===== config.mk =====
export PLATFORM = sky130hd
export DESIGN_NAME = shake256_squeeze_reader
export DESIGN_NICKNAME = d
export VERILOG_FILES = /design/src/rtl/shake_pkg.sv /design/src/rtl/shake_block_fifo2.sv /design/src/rtl/shake256_squeeze_reader.sv
export SDC_FILE = /design/constraint.sdc
export NUM_CORES = 2
export LEC_CHECK = 0
export CAP_MARGIN = 20
export CORE_AREA = 2 2 466 468
export CTS_CLUSTER_DIAMETER = 40
export DETAILED_ROUTE_END_ITERATION = 8
export DIE_AREA = 0 0 468 470
export DONT_BUFFER_PORTS = 1
export GPL_TIMING_DRIVEN = 0
export PLACE_DENSITY = 0.53
export SLEW_MARGIN = 25
export SYNTH_ARGS = -nofsm -noshare
export SYNTH_HDL_FRONTEND = slang
export SYNTH_SLANG_ARGS = --single-unit

===== constraint.sdc =====
create_clock -name clock_i -period 95 [get_ports clock_i]
set_input_delay 23.75 -clock clock_i [delete_from_list [all_inputs] [get_ports clock_i]]
set_output_delay 23.75 -clock clock_i [all_outputs]
set_load 0.02 [all_outputs]

===== src/rtl/shake_pkg.sv =====
// ============================================================================
// Module      : shake_pkg
// Description : Shared constants and state type for the SHAKE256 squeeze reader.
// Revision    : 1.0 - initial release
// ============================================================================
`default_nettype none

package shake_pkg;
    localparam int RATE_BITS       = 1088;
    localparam int RATE_BYTES      = RATE_BITS / 8;
    localparam int WORD_W          = 64;
    localparam int WORD_BYTES      = WORD_W / 8;
    localparam int WORDS_PER_BLOCK = RATE_BITS / WORD_W;
    localparam int LEN_W           = 16;
    localparam int WIDX_W          = 5;

    typedef enum logic [1:0] {
        IDLE   = 2'd0,
        STREAM = 2'd1,
        ZERO   = 2'd2
    } sqz_state_t;
endpackage

`default_nettype wire


===== src/rtl/shake_block_fifo2.sv =====
// ============================================================================
// Module      : shake_block_fifo2
// Description : Two-entry rate-block buffer; push while full is accepted only
//               together with a pop. Flush drops all held blocks.
// Revision    : 1.0 - initial release
// ============================================================================
`default_nettype none

module shake_block_fifo2
    import shake_pkg::*;
(
    input  logic                 clock_i,
    input  logic                 reset_i,
    input  logic                 flush_i,
    input  logic                 push_i,
    input  logic                 pop_i,
    input  logic [RATE_BITS-1:0] wr_block_i,
    output logic                 full_o,
    output logic                 empty_o,
    output logic [RATE_BITS-1:0] rd_block_o
);
    logic [RATE_BITS-1:0] mem_q [2];
    logic                 wr_q, wr_d;
    logic                 rd_q, rd_d;
    logic [1:0]           count_q, count_d;
    logic                 do_push, do_pop;

    assign full_o     = (count_q == 2'd2);
    assign empty_o    = (count_q == 2'd0);
    assign rd_block_o = mem_q[rd_q];

    always_comb begin
        do_push = push_i && (!full_o || pop_i) && !flush_i;
        do_pop  = pop_i && !empty_o && !flush_i;
        count_d = count_q;
        wr_d    = wr_q;
        rd_d    = rd_q;
        if (flush_i) begin
            count_d = 2'd0;
            rd_d    = wr_q;
        end else begin
            if (do_push) wr_d = ~wr_q;
            if (do_pop)  rd_d = ~rd_q;
            count_d = count_q + {1'b0, do_push} - {1'b0, do_pop};
        end
    end

    always_ff @(posedge clock_i) begin
        if (reset_i) begin
            wr_q    <= 1'b0;
            rd_q    <= 1'b0;
            count_q <= 2'd0;
        end else begin
            wr_q    <= wr_d;
            rd_q    <= rd_d;
            count_q <= count_d;
        end
    end

    // Payload storage needs no reset: it is only read while count is non-zero.
    always_ff @(posedge clock_i) begin
        if (do_push) mem_q[wr_q] <= wr_block_i;
    end
endmodule

`default_nettype wire


===== src/rtl/shake256_squeeze_reader.sv =====
// ============================================================================
// Module      : shake256_squeeze_reader
// Description : Captures SHAKE256 rate blocks and serialises the requested
//               byte count as MSB-first 64-bit beats on a valid/ready stream.
// Revision    : 1.0 - initial release
// ============================================================================
`default_nettype none

module shake256_squeeze_reader
    import shake_pkg::*;
(
    input  logic                  clock_i,
    input  logic                  reset_i,
    input  logic                  start_i,
    input  logic [LEN_W-1:0]      out_len_i,
    input  logic                  squeezed_i,
    input  logic [RATE_BITS-1:0]  hash_i,
    output logic [WORD_W-1:0]     out_data_o,
    output logic [WORD_BYTES-1:0] out_keep_o,
    output logic                  out_valid_o,
    input  logic                  out_ready_i,
    output logic                  out_last_o,
    output logic                  busy_o,
    output logic                  done_o,
    output logic                  overrun_o
);
    sqz_state_t           state_q, state_d;
    logic                 squeezed_q;
    logic [LEN_W-1:0]     rem_q, rem_d;
    logic [WIDX_W-1:0]    widx_q, widx_d;
    logic                 done_q, done_d;
    logic                 overrun_q, overrun_d;

    logic                 cap, hs, last;
    logic                 push, pop, flush, full, empty;
    logic [RATE_BITS-1:0] rd_block;
    logic [WORD_W-1:0]    word, mask;
    logic [WORD_BYTES-1:0] keep;
    logic [WORD_BYTES-1:0] keep_all;

    shake_block_fifo2 u_fifo (
        .clock_i    (clock_i),
        .reset_i    (reset_i),
        .flush_i    (flush),
        .push_i     (push),
        .pop_i      (pop),
        .wr_block_i (hash_i),
        .full_o     (full),
        .empty_o    (empty),
        .rd_block_o (rd_block)
    );

    assign cap      = squeezed_i & ~squeezed_q;
    assign keep_all = '1;
    assign last     = (rem_q <= LEN_W'(WORD_BYTES));
    assign keep     = last ? ~(keep_all >> rem_q) : keep_all;
    assign word     = rd_block[(WORDS_PER_BLOCK-1-int'(widx_q))*WORD_W +: WORD_W];

    for (genvar i = 0; i < WORD_BYTES; i++) begin : g_mask
        assign mask[i*8 +: 8] = {8{keep[i]}};
    end

    assign out_valid_o = (state_q == STREAM) && !empty;
    assign hs          = out_valid_o && out_ready_i;
    assign out_data_o  = out_valid_o ? (word & mask) : '0;
    assign out_keep_o  = out_valid_o ? keep : '0;
    assign out_last_o  = out_valid_o && last;
    assign busy_o      = (state_q != IDLE);
    assign done_o      = done_q;
    assign overrun_o   = overrun_q;

    always_comb begin
        state_d   = state_q;
        rem_d     = rem_q;
        widx_d    = widx_q;
        overrun_d = overrun_q;
        done_d    = 1'b0;
        push      = 1'b0;
        pop       = 1'b0;
        flush     = 1'b0;
        case (state_q)
            IDLE: begin
                if (start_i) begin
                    overrun_d = 1'b0;
                    flush     = 1'b1;
                    rem_d     = out_len_i;
                    widx_d    = '0;
                    state_d   = (out_len_i == '0) ? ZERO : STREAM;
                end
            end
            ZERO: begin
                state_d = IDLE;
                done_d  = 1'b1;
            end
            STREAM: begin
                if (hs) begin
                    rem_d  = last ? '0 : rem_q - LEN_W'(WORD_BYTES);
                    widx_d = widx_q + 1'b1;
                    if (widx_q == WIDX_W'(WORDS_PER_BLOCK-1) || last) begin
                        pop    = 1'b1;
                        widx_d = '0;
                    end
                end
                if (cap) begin
                    if (!full || pop) push = 1'b1;
                    else              overrun_d = 1'b1;
                end
                // Completing the request discards anything still buffered.
                if (hs && last) begin
                    flush   = 1'b1;
                    push    = 1'b0;
                    pop     = 1'b0;
                    state_d = IDLE;
                    done_d  = 1'b1;
                end
            end
            default: state_d = IDLE;
        endcase
    end

    always_ff @(posedge clock_i) begin
        if (reset_i) begin
            state_q    <= IDLE;
            squeezed_q <= 1'b0;
            rem_q      <= '0;
            widx_q     <= '0;
            done_q     <= 1'b0;
            overrun_q  <= 1'b0;
        end else begin
            state_q    <= state_d;
            squeezed_q <= squeezed_i;
            rem_q      <= rem_d;
            widx_q     <= widx_d;
            done_q     <= done_d;
            overrun_q  <= overrun_d;
        end
    end
endmodule

`default_nettype wire


======== Yosys cells after proc, flatten, opt, wreduce, memory -nomap -nowiden ========
Memories as Yosys holds them, arrays and structs flattened. A register that Yosys moved wholly into a read port is not among the register bits.
Cells that the tools add are included.
Widths: inputs -> output; s select.
cells by class
  add/subtract/negate cells ............... 5
  magnitude comparators ................... 1
  equal/unequal tests ..................... 9
  shifts and indexed selects .............. 2
  muxes and demuxes ....................... 38
  bitwise gates (word level) .............. 7
  reductions and logical operators ........ 25
operators with widths
  cell                   count
  $shiftx 1088x12->64    1
  $and 64x64->64         1
  $mux 64                1
  $mux 16                3
  $pmux 16 s2            1
  $mux 1                 20
  $le 16x4->1 const B    1
  $logic_not 16->1       1
  $mux 8                 2
  $shr 8x16->8 const A   1
  $sub 16x4->16 const B  1
  $mux 5                 3
  $pmux 5 s2             1
  $logic_and 1x1->1      8
  $ne 2x2->1 const B     4
  $not 8->8              1
  $mux 2                 3
  $pmux 1 s2             3
  $reduce_bool 2->1      3
  $sub 5x5->6 const A    1
  $add 5x1->5 const B    1
  $eq 5x5->1 const B     1
  $eq 2x2->1 const B     2
  $logic_not 2->1        2
  13 further kinds       21
storage, ports and cells
  register bits after elaboration ......... 30
  memory bits (writable) .................. 2176
  bits of input ports ..................... 1109
  output and inout port bits .............. 77
  logic and storage cells ................. 97
  memories ................................ 1
memories
  memory        words  bits a word  read ports  clocked after Yosys merged registers in  write ports  RTL line                 RTL
  u_fifo.mem_q  2      1088         1           1                                        1            shake_block_fifo2.sv:22  logic [RATE_BITS-1:0] mem_q [2];

======== Longest topological paths before layout ========
  depth after elaboration ................. 15
  mapped depth ............................ 19
  depth with buffers taken out ............ 13

======== Modules after synthesis ========
A second synthesis with hierarchy kept.
second synthesis, totals
  cell total of the unflattened synthesis .. 4353
  area, all modules ....................... 90639.4 um^2
modules (own cells, without submodules)
  module                   instances  cells each  area an instance (um^2)  seq. area each (um^2)
  shake_block_fifo2        1          3414        80243.2                  65442.8
  shake256_squeeze_reader  1          939         10396.2                  520.5

======== Worst setup path after synthesis ========
No wires, ideal clock.
  kind .................................... input port to flip-flop
  start ................................... input out_ready_i
  end ..................................... memory u_fifo.mem_q[0][0], enable pin
  setup time .............................. 2706 ps
  arrival ................................. 72101 ps
  data required time ...................... 92294 ps
  slack ................................... 20194 ps
  stages .................................. 4
  buffers on the path ..................... 0
  path through ............................ and2_1 and3_1 a2111oi_2 nor2b_1
between the ends
  cells in the longest elaborated chain, start to end .. 12
  elaborated cells on any way between the ends .. 19
  classes of those cells .................. mux (12); reduce/logical (7)
RTL lines
  element                         RTL line                        RTL
  start: declaration              shake256_squeeze_reader.sv:21   input logic out_ready_i,
  $logic_and 1x1->1 *             shake256_squeeze_reader.sv:64   assign hs = out_valid_o && out_ready_i;
  $mux 1                          shake256_squeeze_reader.sv:96   if (hs) begin
  $mux 1                          shake256_squeeze_reader.sv:81   case (state_q)
  $logic_or 1x1->1                shake256_squeeze_reader.sv:105  if (!full || pop) push = 1'b1;
  $mux 1                          shake256_squeeze_reader.sv:105
  $mux 1                          shake256_squeeze_reader.sv:104  if (cap) begin
  $mux 1                          shake256_squeeze_reader.sv:109  if (hs && last) begin
  $mux 1                          shake256_squeeze_reader.sv:81
  $logic_and 1x1->1               shake_block_fifo2.sv:33         do_push = push_i && (!full_o || pop_i) && !flush_i;
  $logic_and 1x1->1 *             shake_block_fifo2.sv:33
  $mux 1 *                        shake_block_fifo2.sv:62         if (do_push) mem_q[wr_q] <= wr_block_i;
  $mux 1 (not written as such) *  shake_block_fifo2.sv:62
  end: declaration                shake_block_fifo2.sv:22
Mark *: on every way between the ends. The rest lies on a longest branch, timed or not. The select of a mux whose other input is x is not followed.

======== Worst setup path after layout ========
  start ................................... register widx_q[0]
  end ..................................... output out_data_o[63]
between the ends
  cells in the longest elaborated chain, start to end .. 4
RTL lines
  element                   RTL line                        RTL
  start: declaration        shake256_squeeze_reader.sv:30   logic [WIDX_W-1:0] widx_q, widx_d;
  start signal: assignment  shake256_squeeze_reader.sv:133  widx_q <= widx_d;
  $sub 5x5->6               shake256_squeeze_reader.sv:57   assign word = rd_block[(WORDS_PER_BLOCK-1-int'(widx_q))*WORD_W +: WORD_W];
  $shiftx 1088x12->64       shake256_squeeze_reader.sv:57
  $and 64x64->64            shake256_squeeze_reader.sv:65   assign out_data_o = out_valid_o ? (word & mask) : '0;
  $mux 64                   shake256_squeeze_reader.sv:65
  end: declaration          shake256_squeeze_reader.sv:18   output logic [WORD_W-1:0] out_data_o,
No other way between the ends.

==> metrics.yaml <==
max_stage_delay_ns: 0.79
cts_setup_buffers: 0
synth_edf_count: 2176
tns_ns: 0
syn_area_per_cell_sq_um: 22.45
crit_slowest_cell: "buf_1"
wl_per_cell_um: 40.87
place_hpwl_um: 235800
drtIter0Drc: 4479
cp_top_family: "buffers and inverters"
core.rowCount: 171
fmax_mhz: 30.92
crit_required_ns: 71.25
final_common_cell: "edfxtp_1"
hold_path_end: "state_q[1]"
rrSetupSlack_ns: 87.24
cts_buffers: 350
synth_top_flop_cell: "edfxtp_1"
cts.sinks: 2207
postRouteAntennaNets: 0
clk_path_buf_depth: 4
power.total_mw: 2.495
hold_depth: 2
setup_ws_ns: 62.66
ys.warnings.count: 0
gp_congestion: 0.8728
cellLeakagePower_nw: 31.98
worst_pin_slew_ns: 1.166
syn_inst: 3775
worstSetupPathDepth: 15
cts_hold_buf: 0
path_clk_slew_ns: 0.06
gr-total-overflow: 0
slew_viol_final: 0
seq_area_frac_synth_pct: 77.83
status: "finished, final reports clean"
grt_max_degree: 49
final.min_clock_period_ns: 32.34
die_w_um: 468
firstDrtPassIters: 7
synth_seq_cells: 2207
finClkSkew_ns: 0.09911
mostFrequentLayoutCells: "edfxtp_1, mux4_2, clkbuf_16, mux2i_1"
track_usage_pct: 27.52
io_pins: 1186
cts_tree: "yes"
worst_ep_arrival_time_ns: 8.59
synthToLayoutAreaGrowth_pct: 21.55
worstSetupStartpointType: "flop"
vias: 43130
start_util_pct: 39.30
peakVddDrop_mv: 0.01791
setup_viol: 0
viasPerCell: 5.744
grt_pass1_vias: 43870
cp_num_buf_inv: 10
design.final.nets: 5349
n_fill_cell: 17610
period_share_pct: 34.05
antenna_found_initial: 186
rsz0062_at_grt: "no"
drive_above_1_share_pct: 30.38
ys_async_sr_fraction_pct: 0
synth_top_area_cell: "edfxtp_1"
drc_errors: 0
finalHoldViolCount: 0
core_sq_um: 215700
synth_top_cell_area_share_pct: 77.10
reg2reg_depth: 25
relSlewSlack_pct: 21.76
synth_area_leaders: "edfxtp_1, mux4_2, mux2i_1, dfxtp_1, a22oi_1"
yosys.cell_types.count: 67
clk_latency_ns: 0.96
r2r-start: "widx_q[0]"
preCtsSetupSlack_ns: 63.38
crit_path_start: "widx_q[0]"
htreeDepth: 5
dieArea_sq_um: 220000
cp_max_fo: 10
io_buffers: 0
r2r-end: "u_fifo.mem_q[0][703]"
syn_nets: 4893
hp-start: "state_q[1]"
hold_path.class: "reg2reg"
powerDensity_nw_per_um2: 24.22
wl_um: 306900
root_buffer: "clkbuf_16"
cap_violations: 0
grt_pass1_wl_um: 399300
cp_cell_sequence: "buf_2 > buf_2 > buf_2 > inv_1 > buf_2 > clkbuf_1 > ha_1 > buf_4 > buf_2 > buf_2 > buf_1 > mux2i_1 > a22oi_1 > nand3_1 > o21ai_1"
path_common_cell: "buf_2"
syn-cell-area_sq_um: 84750
worstSetupEndpointType: "output port"
critPathKind: "reg2out"
die_height_um: 470
ctsResizeCount: 0
## report_power, final
group / total (mW) / switching, mW / internal, mW / leakage, nW
clock network: 1.26 / 0.469 / 0.790 / 5.61
registers: 1.09 / 0.00340 / 1.09 / 19.9
logic: 0.146 / 0.0895 / 0.0566 / 6.49
total: 2.49 / 0.562 / 1.93 / 32.0
## final cells by class
class | instances | area [sq um] | share of cell area [%]
flip-flops and latches | 2207 | 65960 | 64.03
multi-input cells | 1354 | 17920 | 17.40
clock buffers | 376 | 8971 | 8.709
well taps | 2854 | 3571 | 3.466
clock inverters | 245 | 2638 | 2.560
repair buffers | 104 | 2526 | 2.452
plain buffers | 199 | 978.4 | 0.9498
diodes | 154 | 385.4 | 0.3741
inverters | 15 | 56.30 | 0.05466
## cells by family (layout without fill, tap and decap cells)
group,count (synthesis),in the layout,share of synthesized area [%]
DFF,2207,2207,77.83
AOI/OAI and AO/OA,275,275,2.217
other,0,154,0
buffers and inverters,214,939,1.162
adders and majority gates,9,9,0.1329
xor gates and xnor gates,11,11,0.1225
muxes,779,779,16.89
and+or+nand+nor,280,280,1.640
## state kept, by name, summed over array words and instances, names as in the netlist, named ones only
name and flops:
u_fifo.mem_q 2176, rem_q 16, widx_q 5, state_q 2
u_fifo.count_q 2, done_o 1, overrun_o 1, squeezed_q 1
u_fifo.rd_q 1, u_fifo.wr_q 1
## worst max-delay path by stage
stage,endpoint,slack [ns]
floorplan,u_fifo.mem_q[0][0],20.19
global placement,u_fifo.mem_q[0][992],-10.69
detailed placement,out_data_o[63],63.38
CTS,out_data_o[63],62.30
global route,out_data_o[63],62.40
finish,out_data_o[63],62.66
## cells in the mapped netlist, types with 5 or more instances
cell type     n
edfxtp_1   2176
mux4_2      521
mux2i_1     256
nand2_1      92
buf_2        81
o21ai_1      72
clkbuf_1     69
a22oi_1      60
nand3_1      56
nor2_1       51
buf_1        31
dfxtp_1      31
a21oi_1      28
a32oi_1      25
buf_4        17
inv_1        15
o211ai_1     15
nor3_1       13
o21ai_0      13
nor4_1       11
ha_1          9
and2_1        8
nand4_1       8
nor2b_1       8
a222oi_1      7
o221ai_1      7
a211oi_1      6
xor2_1        6
a31oi_1       5
nand2b_4      5
o2bb2ai_1     5
or3_1         5
## worst min-delay path: stages (launching register included)
cell,delay [ns]
dfxtp_1,0.32
nand2_1,0.06
a21oi_1,0.06
## metrics by stage
step	instances	utilization [%]	instance area, sq um	hold WS [ns]
final	7508	47.76	103000	0.4854
after global routing	7410	47.65	102800	0.5044
after CTS	7354	47.58	102600	0.4832
after detailed placement	6733	42.20	91010	0.4754
after global placement	6629	40.95	88320	0.4782
after floorplan	3775	-	84750	0.4530
## metal layers
metal  wire length (um)  track usage (%)  share of wire, %
met1             105400            30.52                34
met2             152100            45.59                50
met3              39720            14.35                13
met4               8386            8.595               2.7
met5               1289                0              0.42
No activity file was read; power rests on OpenSTA's default activity.
